[config.mk]
export PLATFORM = sky130hd
export DESIGN_NAME = axis_flit_serializer
export DESIGN_NICKNAME = d
export VERILOG_FILES = /design/src/rtl/axis_flit_serializer.sv
export SDC_FILE = /design/constraint.sdc
export NUM_CORES = 1
export LEC_CHECK = 0
export CORE_MARGIN = 2
export CORE_UTILIZATION = 40
export CTS_CLUSTER_DIAMETER = 30
export DETAILED_ROUTE_END_ITERATION = 8
export DONT_BUFFER_PORTS = 1
export HOLD_SLACK_MARGIN = 0.06
export PLACE_DENSITY = 0.6
export SKIP_CTS_REPAIR_TIMING = 1
export SLEW_MARGIN = 20
export SYNTH_ARGS = -nofsm -noshare
export SYNTH_HDL_FRONTEND = slang
export SYNTH_SLANG_ARGS = --single-unit
[constraint.sdc]
create_clock -name clk -period 28 [get_ports clk]
set_input_delay 5.6 -clock clk [delete_from_list [all_inputs] [get_ports clk]]
set_output_delay 5.6 -clock clk [all_outputs]
set_load 0.02 [all_outputs]
[src/rtl/axis_flit_serializer.sv]
// axis_flit_serializer: splits wide AXI-Stream beats into SERIALIZATION_FACTOR
// flits (LSB slice first) and injects them into a credit-flow-controlled
// ring router input port.
// Ports:
//   clk, rst                      NoC clock, synchronous active-high reset
//   axis_tvalid/tready/tdata/     upstream AXI-Stream beat interface
//   tlast/tdest
//   data_out, dest_out,           registered flit payload, destination, tail flag
//   is_tail_out, send_out         send_out pulses once per issued flit
//   credit_in                     one downstream buffer slot freed (pulse)
//   credit_error                  sticky: credit returned with counter already full
module axis_flit_serializer #(
  parameter int unsigned TDATA_WIDTH          = 512,
  parameter int unsigned SERIALIZATION_FACTOR = 4,
  parameter int unsigned DEST_WIDTH           = 6,
  parameter int unsigned FLIT_BUFFER_DEPTH    = 4
) (
  input  logic                                         clk,
  input  logic                                         rst,
  input  logic                                         axis_tvalid,
  output logic                                         axis_tready,
  input  logic [TDATA_WIDTH-1:0]                       axis_tdata,
  input  logic                                         axis_tlast,
  input  logic [DEST_WIDTH-1:0]                        axis_tdest,
  output logic [TDATA_WIDTH/SERIALIZATION_FACTOR-1:0]  data_out,
  output logic [DEST_WIDTH-1:0]                        dest_out,
  output logic                                         is_tail_out,
  output logic                                         send_out,
  input  logic                                         credit_in,
  output logic                                         credit_error
);

  localparam int unsigned FLIT_WIDTH   = TDATA_WIDTH / SERIALIZATION_FACTOR;
  localparam int unsigned CREDIT_WIDTH = $clog2(FLIT_BUFFER_DEPTH + 1);
  localparam int unsigned IDX_WIDTH    = (SERIALIZATION_FACTOR > 1) ? $clog2(SERIALIZATION_FACTOR) : 1;
  localparam logic [IDX_WIDTH-1:0]    LAST_IDX    = IDX_WIDTH'(SERIALIZATION_FACTOR - 1);
  localparam logic [CREDIT_WIDTH-1:0] MAX_CREDITS = CREDIT_WIDTH'(FLIT_BUFFER_DEPTH);

  // Parameter legality checks at elaboration
  if (SERIALIZATION_FACTOR < 1) begin : g_bad_sf
    $error("SERIALIZATION_FACTOR must be >= 1");
  end else if ((TDATA_WIDTH % SERIALIZATION_FACTOR) != 0) begin : g_bad_div
    $error("TDATA_WIDTH must be divisible by SERIALIZATION_FACTOR");
  end
  if (FLIT_BUFFER_DEPTH < 1) begin : g_bad_depth
    $error("FLIT_BUFFER_DEPTH must be >= 1");
  end

  typedef enum logic {EMPTY, HOLD} state_t;

  state_t                    state, state_next;
  logic [IDX_WIDTH-1:0]      idx, idx_next;
  logic [CREDIT_WIDTH-1:0]   credits;
  logic [TDATA_WIDTH-1:0]    hold_data;
  logic                      hold_last;
  logic [DEST_WIDTH-1:0]     hold_dest;
  logic [FLIT_WIDTH-1:0]     flit_c;
  logic                      send_c;
  logic                      accept_c;

  // Ready when idle, or when the last flit of the held beat leaves this edge
  assign axis_tready = !rst && ((state == EMPTY) ||
                                ((state == HOLD) && (idx == LAST_IDX) && (credits != '0)));
  assign accept_c    = axis_tvalid && axis_tready;
  // Registered credit count gates the send; a same-edge credit_in cannot help
  assign send_c      = (state == HOLD) && (credits != '0);

  // Select the current flit slice of the held beat
  always_comb begin
    flit_c = '0;
    for (int unsigned i = 0; i < SERIALIZATION_FACTOR; i++) begin
      if (idx == IDX_WIDTH'(i)) flit_c = hold_data[i*FLIT_WIDTH +: FLIT_WIDTH];
    end
  end

  // Next-state and flit index
  always_comb begin
    state_next = state;
    idx_next   = idx;
    unique case (state)
      EMPTY: begin
        if (accept_c) begin
          state_next = HOLD;
          idx_next   = '0;
        end
      end
      HOLD: begin
        if (send_c) begin
          if (idx == LAST_IDX) begin
            state_next = accept_c ? HOLD : EMPTY;
            idx_next   = '0;
          end else begin
            idx_next = idx + IDX_WIDTH'(1);
          end
        end
      end
      default: begin
        state_next = EMPTY;
        idx_next   = '0;
      end
    endcase
  end

  // State, credits and registered flit outputs
  always_ff @(posedge clk) begin
    if (rst) begin
      state        <= EMPTY;
      idx          <= '0;
      credits      <= MAX_CREDITS;
      send_out     <= 1'b0;
      data_out     <= '0;
      dest_out     <= '0;
      is_tail_out  <= 1'b0;
      credit_error <= 1'b0;
    end else begin
      state    <= state_next;
      idx      <= idx_next;
      send_out <= send_c;
      if (send_c) begin
        data_out    <= flit_c;
        dest_out    <= hold_dest;
        is_tail_out <= hold_last && (idx == LAST_IDX);
      end
      if (send_c && !credit_in) begin
        credits <= credits - CREDIT_WIDTH'(1);
      end else if (!send_c && credit_in) begin
        if (credits == MAX_CREDITS) credit_error <= 1'b1;
        else                        credits      <= credits + CREDIT_WIDTH'(1);
      end
    end
  end

  // Beat hold register; only meaningful while in HOLD so it needs no reset
  always_ff @(posedge clk) begin
    if (accept_c) begin
      hold_data <= axis_tdata;
      hold_last <= axis_tlast;
      hold_dest <= axis_tdest;
    end
  end

endmodule

==> results by group, run 1 <==
Outcome
  – Outcome: finished, final reports clean

Worst setup path
  – RR Endpoint: hold_data[426]$_DFFE_PP_
  – CP max stage delay: 0.48 ns
  – CP top delay family: simple AND/OR/NAND/NOR gates
  – Reg2reg start: idx[0]$_SDFFE_PP0P_
  – Slowest cell on the critical path: nor2_1
  – WP data required: 22.40 ns
  – Worst Setup EP: axis_tready
  – Register-to-Register Path Depth: 8
  – CP endpoint kind: primary output
  – Crit path DAT: 6.22 ns
  – Critical path depth: 1
  – Worst Path Buf+Inv: 0
  – Critical path, cell by cell: nor2_1
  – Type of origin of the critical path: primary input
  – Setup Crit Path Kind: in -> out
  – Crit-path max FO: 144
  – Critical path origin: rst
  – FF-to-FF setup slack: 22.93 ns

Floorplanning
  – DIE WIDTH: 259 um
  – Core Area: 64500 um^2
  – Die ar.: 67200 um^2
  – Row count: 93
  – Io pins: 661
  – Die height: 259 um
  – Initial Utilization: 40.4%

GRT
  – Vias in the first global route: 15900
  – Antenna violations before repair: 34
  – First-pass GRT wire length: 103 mm
  – Gr usage total: 20.6%
  – Remaining Overflow, GRT: 0
  – Largest net degree at the start of global routing: 205

Timing
  – Setup violators final: 0
  – Final setup TNS: 0 ns
  – RSZ-0062 raised after global routing: false
  – Clk_skew: 0.0264 ns
  – Final Max Tran Viols: 0
  – Fin crit period: 11.82 ns
  – Worst-margin pin slew: 1.02 ns
  – Final Cycle Share: 42.2%
  – Achievable Freq: 84.6 MHz
  – Rel. slew slack: 32.3%
  – Fin. Hold Viols: 0

Power
  – Pwr dens: 93.7 nW/um^2
  – Worst ir drop on vdd: 70.3 uV
  – Overall power: 0.00295 W
  – Leak Pwr: 11.1 nW

Yosys
  – Synth Register Bits: 662
  – Synth top cells by count: 519 x edfxtp_1, 227 x a21oi_1, 145 x nand2_1, 143 x dfxtp_1, 137 x nor2_1
  – Cell area after synthesis: 26100 um^2
  – Syn avg cell area: 13.7 um^2
  – Synth top area cells: edfxtp_1 60%, dfxtp_1 11%, a221oi_2 6.2%
  – Cells after synthesis: 1900
  – Async set-reset flop share out of synthesis: 0%
  – Yosys top cell area share: 59.8%
  – Post-synth EDFFs: 519
  – Synth Warn #: 0
  – Netlist cell types: 32
  – Net count after synthesis: 2430
  – Ys flop type: edfxtp_1
  – Register area share after synthesis: 70.8%
  – Most frequent cell after synthesis: edfxtp_1
  – Synth area leader: edfxtp_1

Layout
  – Final Cell Area: 31500 um^2
  – Nets: 2445
  – Area growth syn-to-layout: 20.7%
  – Fillers: 5504
  – Final std cells w/o fill: 2910
  – Ratio of cells with drive above 1 in the final layout: 24.4%

Placement
  – Post-detail-place hpwl: 44.7 mm
  – PortBufs: 0
  – Placed cells: 2630
  – DP Area: 26600 um^2
  – GP Congestion: 0.923

Route
  – DRT Pass-1 Iters: 5
  – Routed met3 length: 6.35 mm
  – Post-route ant nets: 0
  – WL met2: 36.3 mm
  – Via density: 5.38
  – Final WL: 71.6 mm
  – Uppermost routed layer: met5
  – Drt drc: 0
  – Vias: 15700
  – Routed wire per std cell: 24.6 um
  – Met1 WL: 26.4 mm
  – 1st-iter DRT viols: 1315

Clocking
  – # clock sinks: 662
  – Clock latency on the worst-skew pair: 0.70 ns
  – Total CTS buffers: 137
  – Clock buffer depth: 3
  – # H-tree levels: 4
  – Clock transition at path regs: 0.05 ns
  – CTS tree: built
  – Clk root buf: clkbuf_16

Min path
  – Hold Crit Class: reg -> reg

Flow run
  – MaxCap Viol Count: 0
==> cells in the final DEF, fill, tap and decap left out, types with 2 or more instances in the layout <==
cell type,instances
a221oi_2,107
bufinv_16,19
o21ai_0,88
clkbuf_8,7
a221oi_1,21
clkinv_8,3
inv_16,3
clkinvlp_4,10
buf_12,3
ha_4,4
dfxtp_1,143
clkbuf_16,140
edfxtp_1,519
nor2_1,137
a21oi_1,227
inv_6,12
clkinv_1,11
nand2_1,145
nor3_1,31
ha_1,2
nand3_1,4
o21ai_1,42
clkinv_4,5
clkinv_2,19
buf_4,17
clkinv_16,2
diode_2,25
inv_1,134
clkbuf_1,23
nor3_2,100
a21oi_2,40
==> state kept, by name, indices dropped and copies added (netlist names) <==
name / flops
credit_error: 1
data_out: 128
is_tail_out: 1
dest_out: 6
send_out: 1
idx: 2
credits: 3
state: 1
hold_dest: 6
hold_last: 1
hold_data: 512
==> how the worst min path moves through the flow <==
stage | startpoint | end | slack (ns) | cells after the start
floorplan | state$_SDFF_PP0_ | idx[0]$_SDFFE_PP0P_ | 0.46 | 2
global placement | hold_dest[4]$_DFFE_PP_ | dest_out[4]$_SDFFE_PP0N_ | 0.48 | 2
detailed placement | hold_dest[4]$_DFFE_PP_ | dest_out[4]$_SDFFE_PP0N_ | 0.50 | 2
CTS | hold_dest[3]$_DFFE_PP_ | dest_out[3]$_SDFFE_PP0N_ | 0.51 | 2
global route | hold_dest[3]$_DFFE_PP_ | dest_out[3]$_SDFFE_PP0N_ | 0.54 | 2
finish | hold_dest[3]$_DFFE_PP_ | dest_out[3]$_SDFFE_PP0N_ | 0.51 | 2
==> layer usage <==
metal  global-route usage, %  vias to the layer above
met5                       0                        -
met3                    8.22                      167
met4                    10.0                       26
met2                    34.1                      656
li1                        -                     7098
met1                    23.2                     7708
==> area by class of cell <==
cell class              count  area (um^2)  share of cell area (%)
diodes                     25         62.6                   0.199
clock buffers             170         3690                    11.7
clock inverters            84         1100                    3.49
inverters                 135          514                    1.63
multi-input cells         958         6380                    20.3
flip-flops and latches    662        18400                    58.6
well taps                 855         1070                    3.40
repair buffers             21          215                   0.684
==> per-stage QoR <==
step / hold WS, ns / util (%) / setup WS (ns)
2_1_floorplan: 0.460 / - / 9.01
3_3_place_gp: 0.479 / 41.3 / 16.33
3_5_place_dp: 0.498 / 41.3 / 16.32
4_1_cts: 0.513 / 48.7 / 16.32
5_1_grt: 0.544 / 48.8 / 16.25
6_report: 0.506 / 48.8 / 16.18
==> report_power, final <==
part / switching (W) / internal (W)
clock network: 0.000543 / 0.00112
registers: 0.0000500 / 0.00112
logic: 0.0000844 / 0.0000384
total: 0.000678 / 0.00227
==> cell families after synthesis <==
logic type / synth area share, %
compound gates: 15.2
buf+inv: 4.99
simple gates: 8.67
fa+ha+maj: 0.365
flops: 70.8
Power figures use the tool's default switching activity.
==> run 2: changes to the inputs <==
Settings changed: ABC_AREA set to 1.
Clock period 28 ns to 12.1 ns, I/O delays scaled along.
==> run 2 against run 1 <==
Compared with the run above: area after synthesis up 0.43%; via count up 12%; largest power group unchanged; hold slack worse by 0.0043 ns.
==> results by group, run 2 <==
Worst setup path
  – Type of origin of the critical path: primary input
  – Critical path, cell by cell: nor2_1
  – CP endpoint kind: primary output
  – WP data required: 9.68 ns (-12.72 ns)
  – Setup Crit Path Kind: in -> out
  – Slowest cell on the critical path: nor2_1
  – CP max stage delay: 0.31 ns (-0.17 ns)
  – Crit path DAT: 2.73 ns (-3.49 ns)
  – Crit-path max FO: 8 (-94%)
  – CP top delay family: simple AND/OR/NAND/NOR gates
  – FF-to-FF setup slack: 8.53 ns (-14.40 ns)
  – Worst Path Buf+Inv: 0 (unchanged)

Yosys
  – Synth area leader: edfxtp_1
  – Synth top cells by count: 588 x nand2_1, 519 x edfxtp_1, 276 x nand3_1, 238 x inv_1, 221 x a21oi_1
  – Net count after synthesis: 2948 (+21%)
  – Async set-reset flop share out of synthesis: 0% (unchanged)
  – Synth Warn #: 0 (unchanged)
  – Synth top area cells: edfxtp_1 60%, dfxtp_1 11%, nand2_1 8.4%
  – Cells after synthesis: 2418 (+27%)
  – Cell area after synthesis: 26200 um^2 (+0.43%)
  – Register area share after synthesis: 70.5% (-0.30 points)
  – Synth Register Bits: 662 (unchanged)
  – Ys flop type: edfxtp_1
  – Netlist cell types: 20 (-38%)
  – Syn avg cell area: 10.8 um^2 (-21%)
  – Post-synth EDFFs: 519 (unchanged)
  – Most frequent cell after synthesis: nand2_1
  – Yosys top cell area share: 59.5% (-0.26 points)

Timing
  – Final Max Tran Viols: 0 (unchanged)
  – Rel. slew slack: 24.8% (-7.5 points)
  – Achievable Freq: 194 MHz
  – Setup violators final: 0 (unchanged)
  – Final setup TNS: 0 ns (unchanged)
  – Fin. Hold Viols: 0 (unchanged)
  – Fin crit period: 5.15 ns
  – Final Cycle Share: 42.6%
  – Clk_skew: 0.0324 ns (+0.00595 ns)
  – RSZ-0062 raised after global routing: false
  – Worst-margin pin slew: 1.13 ns (+0.112 ns)

Route
  – Vias: 17600 (+12%)
  – Via density: 5.12 (-4.8%)
  – 1st-iter DRT viols: 1496 (+14%)
  – Routed wire per std cell: 21.8 um (-11%)
  – Post-route ant nets: 0 (unchanged)
  – Drt drc: 0 (unchanged)
  – Final WL: 74.8 mm (+4.5%)
  – DRT Pass-1 Iters: 5 (unchanged)

GRT
  – Vias in the first global route: 17500 (+10%)
  – Remaining Overflow, GRT: 0 (unchanged)
  – Gr usage total: 21.5% (+0.88 points)
  – Largest net degree at the start of global routing: 180 (-12%)
  – First-pass GRT wire length: 108 mm (+5.3%)
  – Antenna violations before repair: 43 (+26%)

Power
  – Pwr dens: 225 nW/um^2 (+140%)
  – Internal power: 0.00525 W (+130%)
  – Comb power frac: 7.7% (+3.5 points)
  – Leak Pwr: 13.0 nW (+17%)
  – Register share of total power: 39.8% (+0.2 points)
  – Net Switching: 0.00184 W (+170%)
  – Sw Ratio: 25.9% (+2.9 points)
  – Clock share of power: 52.5% (-3.8 points)
  – Worst ir drop on vdd: 157 uV (+120%)

Min path
  – Hold Crit Class: reg -> reg

Layout
  – Final std cells w/o fill: 3436 (+18%)
  – Most frequent cells in the layout: 588 x nand2_1, 519 x edfxtp_1, 276 x nand3_1, 235 x inv_1, 221 x a21oi_1
  – Most common cell after layout, fill and taps aside: nand2_1
  – Area growth syn-to-layout: 20.3%
  – Nets: 2963 (+21%)
  – Core Util, Final: 48.8% (-0.071 points)
  – Most flop-heavy register: hold_data
  – Biggest registers after layout: hold_data (512), data_out (128)
  – Ratio of cells with drive above 1 in the final layout: 12.7% (-12 points)
  – Max reg flops: 512 (unchanged)
  – Fillers: 5623 (+2.2%)

Floorplanning
  – Io pins: 661 (unchanged)
  – Core Area: 64600 um^2 (+0.18%)
  – DIE WIDTH: 260 um (+0.21%)
  – Initial Utilization: 40.5% (+0.10 points)
  – Die height: 260 um (+0.21%)
  – Die ar.: 67500 um^2 (+0.42%)
  – Row count: 93 (unchanged)

Clocking
  – Clock latency on the worst-skew pair: 0.70 ns (about the same)
  – Clk root buf: clkbuf_16
  – Clock transition at path regs: 0.04 ns (about the same)
  – # clock sinks: 662 (unchanged)
  – CTS tree: built
  – Clock buffer depth: 3 (unchanged)
  – Total CTS buffers: 136 (-0.73%)
  – # H-tree levels: 4 (unchanged)

Outcome
  – Outcome: finished, final reports clean

Placement
  – Placed cells: 3149 (+20%)
  – PortBufs: 0 (unchanged)
  – Post-detail-place hpwl: 46.1 mm (+3.1%)
  – GP Congestion: 0.908 (-1.6%)

Flow run
  – MaxCap Viol Count: 0 (unchanged)
==> run 2: cell types whose count changed after synthesis, moves of 57 or more <==
| cell | previous run | this run |
|---|---|---|
| nand2_1 | 145 | 588 |
| nand3_1 | 4 | 276 |
| a221oi_2 | 107 | 0 |
| inv_1 | 134 | 238 |
| nor3_2 | 100 | 0 |
| o21ai_0 | 88 | 7 |
| buf_2 | 35 | 106 |
| or2_2 | 0 | 71 |
| nor2_1 | 137 | 194 |
==> run 2: per-layer routing <==
metal | wire, um | vias to the layer above | global-route usage (%)
li1 | - | 8138 | -
met1 | 27200 | 8389 | 24.0
met2 | 37600 | 860 | 35.5
met3 | 7180 | 193 | 8.30
met4 | 2700 | 26 | 11.4
met5 | 171 | - | 0
==> run 2: worst register-to-register path, stage by stage, from the launching register on <==
cell,delay (ns)
dfxtp_1,0.48
ha_4,0.67
nand2_1,0.14
inv_1,0.08
nor2_1,0.08
nor3_4,0.13
buf_4,0.60
buf_12,0.64
==> run 2: cell families after synthesis <==
| group | synth area share [%] |
|---|---|
| buf+inv | 6.43 |
| flops | 70.5 |
| fa+ha+maj | 0.363 |
| compound gates | 4.36 |
| simple gates | 18.4 |
==> run 2: worst paths after layout <==
kind                           start                       end  cells past startpoint
max                              rst               axis_tready                      1
min          credits[1]$_SDFFE_PP0P_   credits[1]$_SDFFE_PP0P_                      2
max reg2reg      idx[0]$_SDFFE_PP0P_  hold_data[287]$_DFFE_PP_                      7
min reg2reg  credits[1]$_SDFFE_PP0P_   credits[1]$_SDFFE_PP0P_                      2
==> run 2: area by class of cell <==
type	instances	area [um^2]	area share [%]
flip-flops and latches	662	18400	58.6
clock inverters	77	953	3.03
multi-input cells	1371	6120	19.4
repair buffers	20	195	0.620
diodes	33	82.6	0.262
clock buffers	176	3700	11.7
inverters	242	921	2.92
well taps	855	1070	3.40
==> run 2: stage by stage <==
| stage | worst slack, ns | power, W | cell area [um^2] | hold WS (ns) |
|---|---|---|---|---|
| 2_1_floorplan | -3.18 | 0.00327 | 26200 | 0.460 |
| 3_3_place_gp | 6.92 | 0.00338 | 26700 | 0.476 |
| 3_5_place_dp | 6.95 | 0.00341 | 26700 | 0.500 |
| 4_1_cts | 6.95 | 0.00713 | 31400 | 0.509 |
| 5_1_grt | 6.94 | 0.00733 | 31500 | 0.542 |
| 6_report | 6.95 | 0.00709 | 31500 | 0.501 |
==> run 2: power groups by stage <==
stage	combinational [W]	clock (W)	sequential, W
detailed placement	0.000543	0	0.00286
floorplan	0.000428	0	0.00284
CTS	0.000550	0.00376	0.00283
finish	0.000546	0.00372	0.00282
global route	0.000629	0.00387	0.00283
global placement	0.000520	0	0.00286
